<file path="src/rtl/la_trigger.sv">
// la_trigger: mask/value trigger and ring-buffer capture controller for the logic-analyser datapath.
// Optional rising-edge trigger qualification when LA_TRIGGER_EDGE_EN is defined.
module la_trigger #(
    parameter int WIDTH     = 16,
    parameter int ADDR_BITS = 10
) (
    input  logic                 clk,
    input  logic                 rst,
    input  logic [WIDTH-1:0]     sample,
    input  logic                 arm,
    input  logic                 abort,
    input  logic [WIDTH-1:0]     trig_mask,
    input  logic [WIDTH-1:0]     trig_value,
`ifdef LA_TRIGGER_EDGE_EN
    input  logic [WIDTH-1:0]     trig_edge,
`endif
    input  logic [ADDR_BITS-1:0] post_count,
    output logic                 mem_we,
    output logic [ADDR_BITS-1:0] mem_addr,
    output logic [WIDTH-1:0]     mem_data,
    output logic                 busy,
    output logic                 triggered,
    output logic [ADDR_BITS-1:0] trig_addr,
    output logic                 wrapped,
    output logic                 done
);
    typedef enum logic [1:0] {IDLE, ARMED, POST, DONE} state_t;

    state_t               state_q;
    logic [ADDR_BITS-1:0] wptr_q, cnt_q, post_q, mem_addr_q, trig_addr_q;
    logic [WIDTH-1:0]     mem_data_q, miss_d;
    logic                 mem_we_q, busy_q, triggered_q, wrapped_q, done_q, match_d;

`ifdef LA_TRIGGER_EDGE_EN
    logic [WIDTH-1:0] prev_q;
    // Edge bits miss unless the bit just went 0->1; level bits miss on any value difference.
    assign miss_d = trig_mask & ((trig_edge & ~(~prev_q & sample)) | (~trig_edge & (sample ^ trig_value)));
    always_ff @(posedge clk or negedge rst) begin
        if (!rst) prev_q <= '0;
        else      prev_q <= sample;
    end
`else
    assign miss_d = trig_mask & (sample ^ trig_value);
`endif
    assign match_d = ~|miss_d;

    always_ff @(posedge clk or negedge rst) begin
        if (!rst) begin
            state_q     <= IDLE;
            wptr_q      <= '0;
            cnt_q       <= '0;
            post_q      <= '0;
            mem_we_q    <= 1'b0;
            mem_addr_q  <= '0;
            mem_data_q  <= '0;
            busy_q      <= 1'b0;
            triggered_q <= 1'b0;
            trig_addr_q <= '0;
            wrapped_q   <= 1'b0;
            done_q      <= 1'b0;
        end else begin
            mem_we_q <= 1'b0;
            if (abort) begin
                state_q     <= IDLE;
                busy_q      <= 1'b0;
                done_q      <= 1'b0;
                triggered_q <= 1'b0;
            end else begin
                case (state_q)
                    IDLE, DONE: begin
                        done_q <= (state_q == DONE);
                        busy_q <= 1'b0;
                        if (arm) begin
                            state_q     <= ARMED;
                            wptr_q      <= '0;
                            wrapped_q   <= 1'b0;
                            triggered_q <= 1'b0;
                            done_q      <= 1'b0;
                            busy_q      <= 1'b1;
                            post_q      <= post_count;
                        end
                    end
                    default: begin
                        mem_we_q   <= 1'b1;
                        mem_addr_q <= wptr_q;
                        mem_data_q <= sample;
                        wptr_q     <= wptr_q + 1'b1;
                        // Writes are gapless, so address 0 after a write can only be a wrap.
                        if (mem_we_q && wptr_q == '0) wrapped_q <= 1'b1;
                        if (state_q == ARMED && match_d) begin
                            triggered_q <= 1'b1;
                            trig_addr_q <= wptr_q;
                            cnt_q       <= post_q;
                            state_q     <= (post_q == '0) ? DONE : POST;
                        end
                        if (state_q == POST) begin
                            cnt_q <= cnt_q - 1'b1;
                            if (cnt_q == ADDR_BITS'(1)) state_q <= DONE;
                        end
                    end
                endcase
            end
        end
    end

    assign mem_we    = mem_we_q;
    assign mem_addr  = mem_addr_q;
    assign mem_data  = mem_data_q;
    assign busy      = busy_q;
    assign triggered = triggered_q;
    assign trig_addr = trig_addr_q;
    assign wrapped   = wrapped_q;
    assign done      = done_q;
endmodule

</file>
<file path="config.mk">
export PLATFORM = sky130hd
export DESIGN_NAME = la_trigger
export DESIGN_NICKNAME = d
export VERILOG_FILES = /design/src/rtl/la_trigger.sv
export SDC_FILE = /design/constraint.sdc
export NUM_CORES = 1
export LEC_CHECK = 0
export BUFFER_PORTS_ARGS = -buffer_cell sky130_fd_sc_hd__buf_2
export CAP_MARGIN = 20
export CORE_AREA = 5 5 89 91
export DETAILED_ROUTE_END_ITERATION = 16
export DIE_AREA = 0 0 94 96
export GPL_TIMING_DRIVEN = 1
export MAX_ROUTING_LAYER = met4
export PLACE_DENSITY = 0.79
export SYNTH_ARGS = -nofsm -noshare
export SYNTH_HDL_FRONTEND = slang
export SYNTH_SLANG_ARGS = --single-unit
export TNS_END_PERCENT = 20
</file>
<file path="constraint.sdc">
create_clock -name clk -period 2.7 [get_ports clk]
set_input_delay 0.54 -clock clk [delete_from_list [all_inputs] [get_ports clk]]
set_output_delay 0.54 -clock clk [all_outputs]
set_load 0.01 [all_outputs]
</file>
# == Yosys cells after proc, flatten, opt, wreduce, memory -nomap -nowiden ==
# Cells that the tools add are included.
# op_classes
addsub,2
eq_ne,6
muxes,25
n_bitwise,4
n_reduce_logical,19
# ops
operator,count
10-bit 2-to-1 mux,4
10-bit logical NOT,2
16-bit bitwise AND,1
16-bit OR reduction,1
16-bit XOR,1
1-bit 2-to-1 mux,15
2-bit 2-to-1 mux,6
3-bit AND reduction,4
"10-bit by 1-bit adder with 10-bit output, second input constant",1
"10-bit by 1-bit == test with 1-bit output, second input constant",1
"10-bit by 1-bit subtractor with 10-bit output, second input constant",1
2-bit AND reduction,3
2-bit nonzero test,3
"2-bit == test, second input constant",2
"3-bit inequality test, second input constant",1
3-bit nonzero test,1
"2-bit by 1-bit == test with 1-bit output, second input constant",1
1-bit logical AND,2
2-bit logical NOT,1
"2-bit inequality test, second input constant",1
1-bit inverter,2
2-bit OR reduction,1
1-bit logical NOT,1
# word_totals
reg_bits,73
output_inout_bits,41
word_cells,68

# == Logic depth before layout (Yosys ltp) ==
# logic_depth
word_depth,10
ltp_mapped,12

# == Worst setup path after synthesis ==
# OpenSTA, ideal clock, no wires.
# synth_path
path_kind,register to register
startpoint,register state_q[0]
endpoint,register cnt_q[5]
arrival_ns,2.119
path_slack_ns,0.458
path_stages_with_launch,9
path_buffers,3
cell_sequence,dfrtp_1 inv_1 ha_1 clkbuf_1 or2_1 clkbuf_1 or4_1 buf_2 o221a_1
# synth_between
elab_chain_len,4
# synth_rtl
item,line,text
from (decl),29,state_t state_q;
from (signal assigned),94,state_q <= (post_q == '0) ? DONE : POST;
2-bit by 1-bit == test with 1-bit output (tied with other cells),90,if (state_q == ARMED && match_d) begin
1-bit logical AND / 2-bit OR reduction (equally long branches),"90, 69",
2-bit nonzero test (no line) / 1-bit inverter (equally long branches),-,
3-bit AND reduction (no line),-,
to (signal assigned),93,cnt_q <= post_q;
to (signal assigned),97,cnt_q <= cnt_q - 1'b1;
to (decl),30,"logic [ADDR_BITS-1:0] wptr_q, cnt_q, post_q, mem_addr_q, trig_addr_q;"
# Parallel ways exist; a longest one is shown, timed or not.
# A chain may end at the register's enable or synchronous reset.

# == Final worst setup path ==
# layout_path
startpoint,register state_q[0]
endpoint,register cnt_q[8]
# The elaborated chain is that of the path after synthesis.

==> impl_metrics.csv <==
group,metric,value,unit
sta,final_critical_path_setup_slack,352,ps
placement,placement.io_buffers,102,
sta,grt_setup_unrepaired,"false",
run,drv_cap,0,
die,fp.dieW,94,um
critical_path,r2r_setup_slack,350,ps
clock_network,post_cts_resize_count,0,
sta,summed_negative_setup_slack_over_all_endpoints,0,ps
power_and_ir_drop,p_int,1.87,mW
power_and_ir_drop,comb_power_share,17.2,%
critical_path,cp.required,2930,ps
die,io_pins,103,
sta,finalSetupViolCount,0,
routing,wl_per_cell,14.9,um
critical_path,path_max_fanout,9,
routing,drt_drc_violations_left,0,
grt,grt_first_pass_wirelength,13800,um
cells_and_area,fin_nets,517,
die,placementRows,31,
grt,antenna_found_initial,0,
placement,gp_congestion,0.879,
synthesis,yosysWarnings,0,
grt,grt_pass1_vias,2974,
clock_network,cts.reportedPaths.clkPinSlew,80,ps
sta,final.min_clock_period,2350,ps
grt,grt_use_met1,23.9,%
synthesis,synth-edff-count,0,
sta,worst_pin_slew,520,ps
synthesis,syn_inst,344,
grt,global_route.usage.total,20.1,%
placement,placed_cells_incl_taps,536,
cells_and_area,fraction_of_final_layout_cells_with_drive_strength_greater_than_1,30.9,%
routing,viasPerCell,5.21,
die,die_height,96,um
grt,most_heavily_used_metal_layer_in_global_routing,"met2",
power_and_ir_drop,powerDensity,628,nW/um^2
worst_hold_path,hold_path.class,"in -> async",
critical_path,worst-setup-path-type,"reg -> reg",
power_and_ir_drop,power.leakage,2.25,nW
power_and_ir_drop,power.share.clock,32.6,%
synthesis,synthArstFlopShare,100,%
sta,final_hold_viol_count,0,
power_and_ir_drop,total_switching_power,0.798,mW
grt,groute.layer.met3.usage,3.67,%
clock_network,numClockSinks,73,
clock_network,clock_insertion_delay_worst_skew,350,ps
sta,timing_max_transition_violations_final,0,
critical_path,critPathArrivalTime,2580,ps
clock_network,post-cts-setup-buffers,0,
routing,initial_drt_markers,148,
die,design.die.area,9020,sq um
routing,routed_wirelength,8230,um
routing,final_antenna_net_count,0,
clock_network,cts-root-to-sink-buffers,2,
sta,final_critical_path_share_of_the_clock_period,87.0,%
clock_network,cts_hold_buf,0,
grt,grt_start_max_net_pins,74,
synthesis,synth.distinct_cells,45,
sta,fmax,426,MHz
routing,vias,2876,
placement,placed_wire_length_estimate,6080,um
status,outcome,"complete, no violations",
power_and_ir_drop,peakVddDrop,360,uV
clock_network,tritoncts.num_buffers,9,
clock_network,tritoncts_clock_tree,"done",
cells_and_area,antennaDiodeCount,0,
power_and_ir_drop,sw_frac_of_total,29.9,%
die,starting_density_of_the_core,48.6,%
routing,detail_route.first_pass.iterations,4,
synthesis,syn-mean-instance-area,9.98,sq um
cells_and_area,final_core_util,60.3,%
clock_network,h_tree_depth,3,
sta,timing.clock.skew,11.1,ps
die,floorplan_core_area,7060,sq um
synthesis,mappedNetlistArea,3430,sq um
synthesis,synth.yosys.seq_area_share,53.2,%
cells_and_area,area_growth,24.0,%
cells_and_area,stdcell_count,552,
grt,globalRoute.totalOverflow,0,
sta,slew_margin_rel,65.3,%
power_and_ir_drop,report.power.total,2.67,mW
placement,pre_cts_setup_slack,154,ps
synthesis,synth.ff_latch_count,73,
grt,global_route.usage.met2,33.8,%
critical_path,setup.worst_path.end_class,"flip-flop",
clock_network,clk_root_buffer_cell,"clkbuf_8",
synthesis,ys_dominant_reg_cell,"dfrtp_1",
critical_path,worstSetupStartpointType,"flip-flop",
power_and_ir_drop,sequentialPowerShare,50.2,%
synthesis,synth.net_count,413,
cells_and_area,fillCellCount,654,
## cell type report
type / instances / area, sq um / share of cell area [%]
repair buffers: 108 / 568 / 13.3
clock inverters: 7 / 77.6 / 1.82
flip-flops and latches: 73 / 1830 / 42.9
clock buffers: 9 / 124 / 2.91
multi-input cells: 245 / 1490 / 35.1
well taps: 99 / 124 / 2.91
inverters: 11 / 41.3 / 0.970
## critical path: stages, from the launching register on
cell and delay, ps:
dfrtp_1 420, inv_1 60, ha_1 400, or2_1 300, or4_1 720, o221a_1 330
## flip-flops by register name, indices dropped and copies added (netlist names)
signal and flops:
busy 1, cnt_q 10, done 1, mem_addr 10, mem_data 16, mem_we 1
post_q 10, state_q 2, trig_addr 10, triggered 1, wptr_q 10, wrapped 1
## synth_stat cells, types with 2 or more instances
library cell,number,area share (%)
o221a_1,6,2.0
o21bai_1,2,0.44
mux2i_1,2,0.58
mux2_2,12,3.9
xor2_1,16,4.1
o21ai_0,13,1.9
nand2b_1,4,0.73
dfrtp_1,73,53
nand3_1,13,1.9
mux2_1,8,2.6
a22oi_1,6,1.3
o21ai_1,4,0.58
buf_2,5,0.73
a211oi_1,2,0.44
a21oi_1,6,0.87
nor2_1,6,0.66
ha_1,7,2.6
or4_1,2,0.44
nor4_1,3,0.55
nor3_1,7,1.0
nand3b_1,2,0.44
inv_1,10,1.1
nand2_1,93,10
and3_1,5,0.91
clkbuf_1,9,0.98
o31ai_1,2,0.44
or2_1,2,0.36
nand4_1,7,1.3
## power groups by stage
| stage | Sequential [mW] | Combinational, mW | Clock, mW |
|---|---|---|---|
| floorplan | 1.36 | 0.224 | 0 |
| global placement | 1.35 | 0.457 | 0 |
| detailed placement | 1.36 | 0.468 | 0 |
| CTS | 1.34 | 0.470 | 0.887 |
| global route | 1.36 | 0.519 | 0.934 |
| finish | 1.34 | 0.460 | 0.871 |
## worst paths after layout
path                        startpoint           end  cells past startpoint
min reg2reg                mem_addr[8]   mem_addr[8]                      2
min                                rst  trig_addr[4]                      2
min in group clk            sample[10]  mem_data[10]                      3
max                         state_q[0]      cnt_q[8]                      5
max in group asynchronous          rst     post_q[9]                      2
max reg2reg                 state_q[0]      cnt_q[8]                      5
## layer usage
| layer | routed length [um] | part of all wire, % |
|---|---|---|
| met3 | 499 | 6.1 |
| met1 | 3450 | 42 |
| met5 | 0 | 0 |
| met4 | 132 | 1.6 |
| met2 | 4150 | 50 |
## metrics by stage
stage / hold WS [ps] / cell area [sq um]
floorplan: 244 / 3430
global placement: 453 / 4050
detailed placement: 461 / 4050
CTS: 220 / 4260
global route: 240 / 4260
finish: 199 / 4260
## layout by cell type (no fill, tap or decap), drive strengths merged, types with 2 or more instances in the layout
master,count
buf,108
nand2,94
dfrtp,73
mux2,20
o21ai,17
xor2,16
nand3,13
inv,13
clkbuf,9
nor3,7
nand4,7
ha,7
nor2,7
a22oi,6
o221a,6
a21oi,6
and3,5
nand2b,4
nor4,3
or2,3
clkinv,3
nand3b,2
o21bai,2
or4,2
mux2i,2
o31ai,2
a211oi,2
## kinds of logic (layout without fill, tap and decap cells)
family | count (synthesis) | in the layout | share of synthesized area [%]
simple gates | 150 | 150 | 19.6
flops | 73 | 73 | 53.2
compound gates | 50 | 50 | 10.1
buf+inv | 26 | 135 | 3.24
mux | 22 | 22 | 7.15
xor+xnor | 16 | 16 | 4.08
fa+ha+maj | 7 | 7 | 2.55
(Power assumes the default switching activity.)
